### src/rtl/srt_div_pkg.sv
// Shared definitions for the radix-4 SRT divider post stage.
// Holds state encoding, special-operand codes and IEEE-754 constants.
package srt_div_pkg;

    localparam int NDIGITS = 14;
    localparam int QW      = 2 * NDIGITS;
    localparam int CNTW    = $clog2(NDIGITS + 1);

    localparam int BIAS = 127;
    localparam int MANW = 23;
    localparam int EXPW = 8;

    localparam logic [31:0] QNAN = 32'h7FC0_0000;
    localparam logic [31:0] PINF = 32'h7F80_0000;

    typedef enum logic [2:0] {
        ST_IDLE,
        ST_ACCUM,
        ST_CORRECT,
        ST_ROUND,
        ST_DONE
    } post_state_e;

    typedef enum logic [1:0] {
        SP_NORMAL = 2'b00,
        SP_ZERO   = 2'b01,
        SP_INF    = 2'b10,
        SP_NAN    = 2'b11
    } special_e;

endpackage

### src/rtl/srt_otf_convert.sv
// On-the-fly conversion of signed radix-4 digits into Q and QM = Q - ulp.
// Ports: clear/shift/qdigit in, pad left-aligns a short digit string; q, qm, count out.
module srt_otf_convert
    import srt_div_pkg::*;
(
    input  logic            clk,
    input  logic            resetn,
    input  logic            clear,
    input  logic            shift,
    input  logic [2:0]      qdigit,
    input  logic            pad,
    output logic [QW-1:0]   q,
    output logic [QW-1:0]   qm,
    output logic [CNTW-1:0] count
);

    logic [1:0]    qd_lo;
    logic [1:0]    qm_lo;
    logic          dig_pos;
    logic [CNTW:0] shamt;

    // Low two bits of the digit equal 4+q for negative digits, and the
    // QM digit is always that value minus one (mod 4).
    assign qd_lo   = qdigit[1:0];
    assign qm_lo   = qdigit[1:0] - 2'd1;
    assign dig_pos = ~qdigit[2] & (|qdigit[1:0]);
    assign shamt   = {CNTW'(NDIGITS) - count, 1'b0};

    always_ff @(posedge clk or negedge resetn) begin
        if (!resetn) begin
            q     <= '0;
            qm    <= '0;
            count <= '0;
        end else if (clear) begin
            q     <= '0;
            qm    <= '0;
            count <= '0;
        end else if (pad) begin
            q  <= q << shamt;
            qm <= qm << shamt;
        end else if (shift && (count < CNTW'(NDIGITS))) begin
            q     <= qdigit[2] ? {qm[QW-3:0], qd_lo} : {q[QW-3:0], qd_lo};
            qm    <= dig_pos   ? {q[QW-3:0], qm_lo} : {qm[QW-3:0], qm_lo};
            count <= count + 1'b1;
        end
    end

endmodule

### src/rtl/srt_quotient_post.sv
// SRT divider post stage: digit conversion, remainder correction, RNE rounding, packing.
// Ports: start/sign_in/exp_in/special_in, shiftq/qdigit, doneq/rem_*; result/flags/result_valid/busy.
module srt_quotient_post
    import srt_div_pkg::*;
(
    input  logic        clk,
    input  logic        resetn,
    input  logic        start,
    input  logic        sign_in,
    input  logic [9:0]  exp_in,
    input  logic [1:0]  special_in,
    input  logic        shiftq,
    input  logic [2:0]  qdigit,
    input  logic        doneq,
    input  logic        rem_neg,
    input  logic        rem_zero,
    output logic [31:0] result,
    output logic        result_valid,
    output logic        busy,
    output logic [2:0]  flags
);

    post_state_e        state, state_nxt;
    logic [QW-1:0]      q, qm, qf;
    logic [CNTW-1:0]    count;
    logic               take_done;
    logic               sign_r, rneg_r, rzero_r, sticky;
    logic signed [9:0]  exp_r;
    special_e           special_r;

    logic               norm, g, s, inc;
    logic [QW-1:0]      qn;
    logic [MANW:0]      sig;
    logic [MANW+1:0]    sum;
    logic [MANW-1:0]    mant;
    logic signed [9:0]  exp_n, exp_f;
    logic [31:0]        res_c;
    logic [2:0]         flg_c;

    assign take_done = (state == ST_ACCUM) && doneq && !start;
    assign busy      = (state != ST_IDLE);

    srt_otf_convert u_otf (
        .clk    (clk),
        .resetn (resetn),
        .clear  (start),
        .shift  ((state == ST_ACCUM) && shiftq),
        .qdigit (qdigit),
        .pad    (take_done),
        .q      (q),
        .qm     (qm),
        .count  (count)
    );

    always_ff @(posedge clk or negedge resetn) begin
        if (!resetn) state <= ST_IDLE;
        else         state <= state_nxt;
    end

    always_comb begin
        state_nxt = state;
        if (start) begin
            state_nxt = ST_ACCUM;
        end else begin
            case (state)
                ST_IDLE:    state_nxt = ST_IDLE;
                ST_ACCUM:   if (doneq) state_nxt = ST_CORRECT;
                ST_CORRECT: state_nxt = ST_ROUND;
                ST_ROUND:   state_nxt = ST_DONE;
                ST_DONE:    state_nxt = ST_IDLE;
                default:    state_nxt = ST_IDLE;
            endcase
        end
    end

    // Quotient lies in (0.5,2): at most one left shift normalises it.
    always_comb begin
        norm  = ~qf[QW-2];
        qn    = norm ? {qf[QW-2:0], 1'b0} : qf;
        exp_n = norm ? exp_r - 10'sd1 : exp_r;
        sig   = qn[QW-2 -: MANW+1];
        g     = qn[QW-2-(MANW+1)];
        s     = (|qn[QW-3-(MANW+1):0]) | sticky;
        inc   = g & (sig[0] | s);
        sum   = {1'b0, sig} + {{(MANW+1){1'b0}}, inc};
        exp_f = sum[MANW+1] ? exp_n + 10'sd1 : exp_n;
        mant  = sum[MANW+1] ? '0 : sum[MANW-1:0];
        res_c = {sign_r, exp_f[EXPW-1:0], mant};
        flg_c = {g | s, 2'b00};
        if (exp_f >= 10'sd255) begin
            res_c = {sign_r, PINF[30:0]};
            flg_c = 3'b101;
        end else if (exp_f <= 10'sd0) begin
            res_c = {sign_r, 31'b0};
            flg_c = {g | s, 2'b10};
        end
        case (special_r)
            SP_NAN: begin
                res_c = QNAN;
                flg_c = 3'b000;
            end
            SP_INF: begin
                res_c = {sign_r, PINF[30:0]};
                flg_c = 3'b000;
            end
            SP_ZERO: begin
                res_c = {sign_r, 31'b0};
                flg_c = 3'b000;
            end
            default: ;
        endcase
    end

    always_ff @(posedge clk or negedge resetn) begin
        if (!resetn) begin
            sign_r       <= 1'b0;
            exp_r        <= '0;
            special_r    <= SP_NORMAL;
            rneg_r       <= 1'b0;
            rzero_r      <= 1'b0;
            qf           <= '0;
            sticky       <= 1'b0;
            result       <= '0;
            flags        <= '0;
            result_valid <= 1'b0;
        end else begin
            result_valid <= 1'b0;
            if (start) begin
                sign_r    <= sign_in;
                exp_r     <= exp_in;
                special_r <= special_e'(special_in);
            end
            if (take_done) begin
                rneg_r  <= rem_neg;
                rzero_r <= rem_zero;
            end
            if (state == ST_CORRECT) begin
                qf     <= rneg_r ? qm : q;
                sticky <= ~rzero_r;
            end
            if ((state == ST_ROUND) && !start) begin
                result       <= res_c;
                flags        <= flg_c;
                result_valid <= 1'b1;
            end
        end
    end

endmodule

### config.mk
export PLATFORM = sky130hd
export DESIGN_NAME = srt_quotient_post
export DESIGN_NICKNAME = d
export VERILOG_FILES = /design/src/rtl/srt_div_pkg.sv /design/src/rtl/srt_otf_convert.sv /design/src/rtl/srt_quotient_post.sv
export SDC_FILE = /design/constraint.sdc
export NUM_CORES = 1
export LEC_CHECK = 0
export CORE_MARGIN = 8
export CORE_UTILIZATION = 39
export CTS_CLUSTER_DIAMETER = 100
export DETAILED_ROUTE_END_ITERATION = 10
export HOLD_SLACK_MARGIN = 0.02
export MAX_ROUTING_LAYER = met4
export SYNTH_ARGS = -nofsm -noshare
export SYNTH_HDL_FRONTEND = slang
export SYNTH_HIERARCHICAL = 1
export SYNTH_SLANG_ARGS = --single-unit
### constraint.sdc
create_clock -name clk -period 6.2 [get_ports clk]
set_clock_uncertainty 0.2 [all_clocks]
set_input_delay 0.62 -clock clk [delete_from_list [all_inputs] [get_ports clk]]
set_output_delay 0.62 -clock clk [all_outputs]
set_load 0.05 [all_outputs]
; Yosys cells after proc, flatten, opt, wreduce, memory -nomap -nowiden
; Cells that the tools add are included.
[word_totals]
elab_cells = 79
output_inout_bits = 37
regBits = 142
in_bits = 23
[op_classes]
shifts = 2
mux = 26
n_bitwise = 7
magnitude_cmp = 3
addsub = 6
reduce_logical = 13
n_eq_ne = 8
[ops]
columns = cell, count
row1 = $mux 28, 8
row2 = $pmux 32 s3, 1
row3 = $mux 31, 2
row4 = $shl 28x5->28, 2
row5 = $mux 27, 2
row6 = $add 24x1->25, 1
row7 = $mux 23, 1
row8 = $mux 10, 2
row9 = $mux 3, 4
row10 = $mux 4, 3
row11 = $add 10x2->10 const B, 1
row12 = $ge 10x9->1 const B, 1
row13 = $le 10x1->1 const B, 1
row14 = $sub 10x2->10 const B, 1
row15 = $pmux 3 s3, 1
row16 = $eq 3x2->1 const B, 2
row17 = $reduce_bool 3->1, 2
row18 = $logic_and 1x1->1, 5
row19 = $add 4x1->4 const B, 1
row20 = $eq 2x2->1 const B, 2
row21 = $lt 4x4->1 const B, 1
row22 = $reduce_or 2->1, 2
row23 = $sub 4x4->4 const A, 1
row24 = $eq 3x1->1 const B, 1
row25 = other kinds (13), 17

; Logic depth before layout (Yosys ltp)
[logic_depth]
ltp_word = 11
ltp_mapped = 19
ltp_nobuf = 13

; Cells and area by module
; The synthesis kept the hierarchy.
[modules_own_cells]
columns = module, cells_each, seq_area_each_um2, instances, area_each_um2
row1 = srt_quotient_post, 583, 2052.0, 1, 5482.8
row2 = srt_otf_convert, 652, 1501.4, 1, 5406.4

; Worst setup path before layout
; Ideal clock, no wire load.
[synth_path]
path_kind = reg-to-reg
from = register qf[26]
to = register result[14]
path_slack_ns = 1.124
synth_period_minus_slack_ns = 5.076
required_time_ns = 5.908
t_arrival_ns = 4.784
n_path_buf = 6
stages_incl_launch_ff = 18
setup_ns = 0.092
path_cell_list = dfrtp_1 -> buf_6 -> buf_2 -> buf_1 -> clkbuf_1 -> buf_1 -> mux2_2 -> ha_1 -> ha_1 -> and4_1 -> nand4_4 -> nor4_4 -> or4b_1 -> or4_4 -> a2bb2oi_4 -> nor2_4 -> buf_6 -> o31ai_2
[synth_via]
elab_chain_cells = 11
elab_cells_between_ends = 15
cone_classes = add/sub (2) / order compare (2) / mux (7) / bitwise (3) / reduce/logical (1)
[synth_lines]
columns = element, line_no
row1 = start: declaration, srt_quotient_post.sv:24  ; logic [QW-1:0] q, qm, qf;
row2 = start signal: assignment, srt_quotient_post.sv:138  ; qf <= rneg_r ? qm : q;
row3 = $mux 27, srt_quotient_post.sv:79  ; qn = norm ? {qf[QW-2:0], 1'b0} : qf;
row4 = $reduce_or 2->1, srt_quotient_post.sv:83  ; s = (|qn[QW-3-(MANW+1):0]) | sticky;
row5 = $or 1x1->1, srt_quotient_post.sv:83
row6 = $or 1x1->1, srt_quotient_post.sv:84  ; inc = g & (sig[0] | s);
row7 = $and 1x1->1, srt_quotient_post.sv:84
row8 = $add 24x1->25, srt_quotient_post.sv:85  ; sum = {1'b0, sig} + {{(MANW+1){1'b0}}, inc};
row9 = $mux 10, srt_quotient_post.sv:86  ; exp_f = sum[MANW+1] ? exp_n + 10'sd1 : exp_n;
row10 = $le 10x1->1, srt_quotient_post.sv:93  ; end else if (exp_f <= 10'sd0) begin
row11 = $mux 31, srt_quotient_post.sv:93
row12 = $mux 31 (*), srt_quotient_post.sv:90  ; if (exp_f >= 10'sd255) begin
row13 = $pmux 32 s3 (*), srt_quotient_post.sv:97  ; case (special_r)
row14 = end signal: assignment, srt_quotient_post.sv:142  ; result <= res_c;
row15 = end: declaration, srt_quotient_post.sv:17  ; output logic [31:0] result,
; Mark *: on every way between the ends. The rest lies on a longest branch, timed or not.
; A chain may end at the register's enable or synchronous reset.

; Worst setup path after layout
[layout_path]
from = register qf[26]
to = register result[12]
; The elaborated chain is that of the path after synthesis.

==> results.md <==
* Part of the total power dissipated in combinational logic at 0.364
* Worst-case register-to-register setup slack at 1520 ps
* Sequential share of power at 0.348
* Number of gates resized after CTS at 0
* Antenna violations before repair at 0
* Reg-to-reg startpoint: qf[26]
* Multi-input gate area at 6650 um2
* Area Growth Syn to Fin at 11.6%
* Data arrival time of the critical path at 4810 ps
* Mean cell area of the mapped netlist at 8.81 um2
* Number of buffers inserted to repair setup after CTS at 0
* Boundary pin count at 60
* Peak fanout along the critical path at 24
* Static leakage power at 4.57 nW
* Time the final worst path needs with I/O delays and setup at 4680 ps
* Hold bufs inserted after CTS at 0
* Worst setup timing slack at the placement stage at 1510 ps
* N_diodes at 0
* Final HPWL from detailed placement at 20,900 um
* Overall die height at 182 um
* Slew at the pin closest to its max-slew limit at 1140 ps
* Power per unit of standard cell area at 323 nW/um2
* Utilization after layout at 0.443
* Switching share of power at 0.396
* Class of the tightest hold or removal check: input pin to async pin
* Cell count after synthesis at 1,218
* WL per Instance at 19.7 um
* Detailed-route DRC error count at 0
* Reg2reg end: result[12]
* Via-to-Cell Ratio at 5.90
* Worst Setup End Kind: flop
* Number of nets in the layout at 1,233
* Detailed Route Iter0 Violations at 758
* Clock network fraction of design power at 0.288
* Final number of max-transition violations at 0
* Largest net degree at the start of global routing at 83
* Clock sink count at 140
* Run status: complete, no violations
* Clock insertion delay at the later pin of the skew report at 430 ps
* Wire length of the first global-routing pass at 49,900 um
* Final hold violation count at 0
* Detailed-route wire length at 30,600 um
* Die W at 182 um
* Logic depth of the worst register-to-register path at 13
* Category of the most critical setup path: flop to flop
* DR pass1 iterations at 5
* Max frequency at 0.214 GHz
* H-tree Lvls at 4
* Synthesized net count at 1,248
* RSZ-0062 raised after global routing: no
* Maximum capacitance violations at 0
* Sw power at 1.53 mW
* FF+latch area at 3510 um2
* Warning count from the yosys run at 6
* Max transition margin at 0.223
* Final setup slack of the worst path at 1520 ps
* Overall power at 3.87 mW
* Final estimated routing congestion in global placement at 0.908
* Peak supply drop at 158 uV
* Core Footprint at 27,000 um2
* Remaining number of nets flagged by the antenna check after routing at 0
* Area enclosed by the die boundary at 33,100 um2
* Required time worst endpoint at 6330 ps
* Number of buffers on the longest clock path at 2
* Share of the clock period used by the worst path after layout at 0.755
* Final setup TNS at 0 ps
* Worst-path clk slew at 70 ps
* Startpoint types: flop
* Total global routing track utilization at 0.190
* Final count of negative-setup-slack endpoints at 0
* Count of buffers from port buffering at 59
* TritonCTS clock tree: done
* Starting density of the core at 0.397
* Vias in the first global route at 8,818
* Remaining global-route overflow at 0
* Routed via count at 9,183
* Filler cell count at 2,636
* Syn Std Cell Area at 10,700 um2
* Internal power component at 2.33 mW
* FP Rows at 60
* Clock root buffer master: clkbuf_16
* Share of final-layout standard cells stronger than drive strength 1 at 0.129
* Number of buffers created by CTS at 17
==> state kept, by name (all words and copies together), names as in the netlist <==
signal / count
rneg_r: 1
sticky: 1
exp_r: 10
state: 3
qf: 27
u_otf/count: 4
sign_r: 1
u_otf/qm: 27
u_otf/q: 27
result: 32
rzero_r: 1
flags: 3
result_valid: 1
special_r: 2
==> through the flow <==
stage	hold WS, ps	std cells	area, um2
finish	40.2	1556	12000
global route	105	1556	12000
CTS	60.3	1556	12000
detailed placement	271	1525	11400
global placement	262	1525	11400
floorplan	124	1218	10700
==> cell usage in the layout (no fill, tap or decap), drive strengths merged, types with 12 or more instances in the layout <==
cell type / count
nand3: 33
dfrtp: 140
xor2: 23
o211ai: 22
or3: 12
a211oi: 33
clkdlybuf4s50: 56
nor2: 123
o21ai: 45
mux2i: 102
xnor2: 29
a311oi: 13
buf: 20
a21oi: 82
mux2: 60
inv: 22
nor3: 23
nand2: 132
o31ai: 31
clkbuf: 19
==> per-layer routing <==
layer	wire length [um]	vias up	GRT usage
met1	14300	4392	0.257
li1	-	4433	-
met3	1870	49	0.0309
met4	618	0	0.0564
met5	0	-	-
met2	13900	309	0.288
==> layout make-up <==
| cell class | count | area share |
|---|---|---|
| multi-input combinational | 950 | 0.555 |
| sequential | 140 | 0.293 |
| timing repair buffer | 76 | 0.0592 |
| clock buffer | 19 | 0.0361 |
| tap | 341 | 0.0356 |
| clock inverter | 12 | 0.0156 |
| inverter | 18 | 0.00564 |
==> power groups by stage <==
stage / logic (mW) / registers (mW) / clock network (mW)
floorplan: 0.983 / 1.40 / 0
CTS: 1.41 / 1.35 / 1.13
global placement: 1.39 / 1.35 / 0
global route: 1.53 / 1.38 / 1.17
detailed placement: 1.40 / 1.36 / 0
finish: 1.41 / 1.34 / 1.11
==> worst max-delay path, stage by stage, from the launching register on <==
cell and delay (ps):
dfrtp_2 580, inv_1 320, nor2_1 180, o22a_1 140, ha_1 200, ha_1 230
and4_1 300, nand4_4 190, nor4_4 450, or4b_1 500, or4_4 520, a2bb2oi_4 270
nor2_4 200, o31ai_1 290
==> how the worst max path moves through the flow <==
stage / start / to / cells past startpoint
2_1_floorplan: qf[26] / result[14] / 17
3_3_place_gp: qf[26] / result[12] / 13
3_5_place_dp: qf[26] / result[18] / 13
4_1_cts: qf[26] / result[18] / 13
5_1_grt: qf[26] / result[10] / 13
6_report: qf[26] / result[12] / 13
No activity file was read; power rests on OpenSTA's default activity.
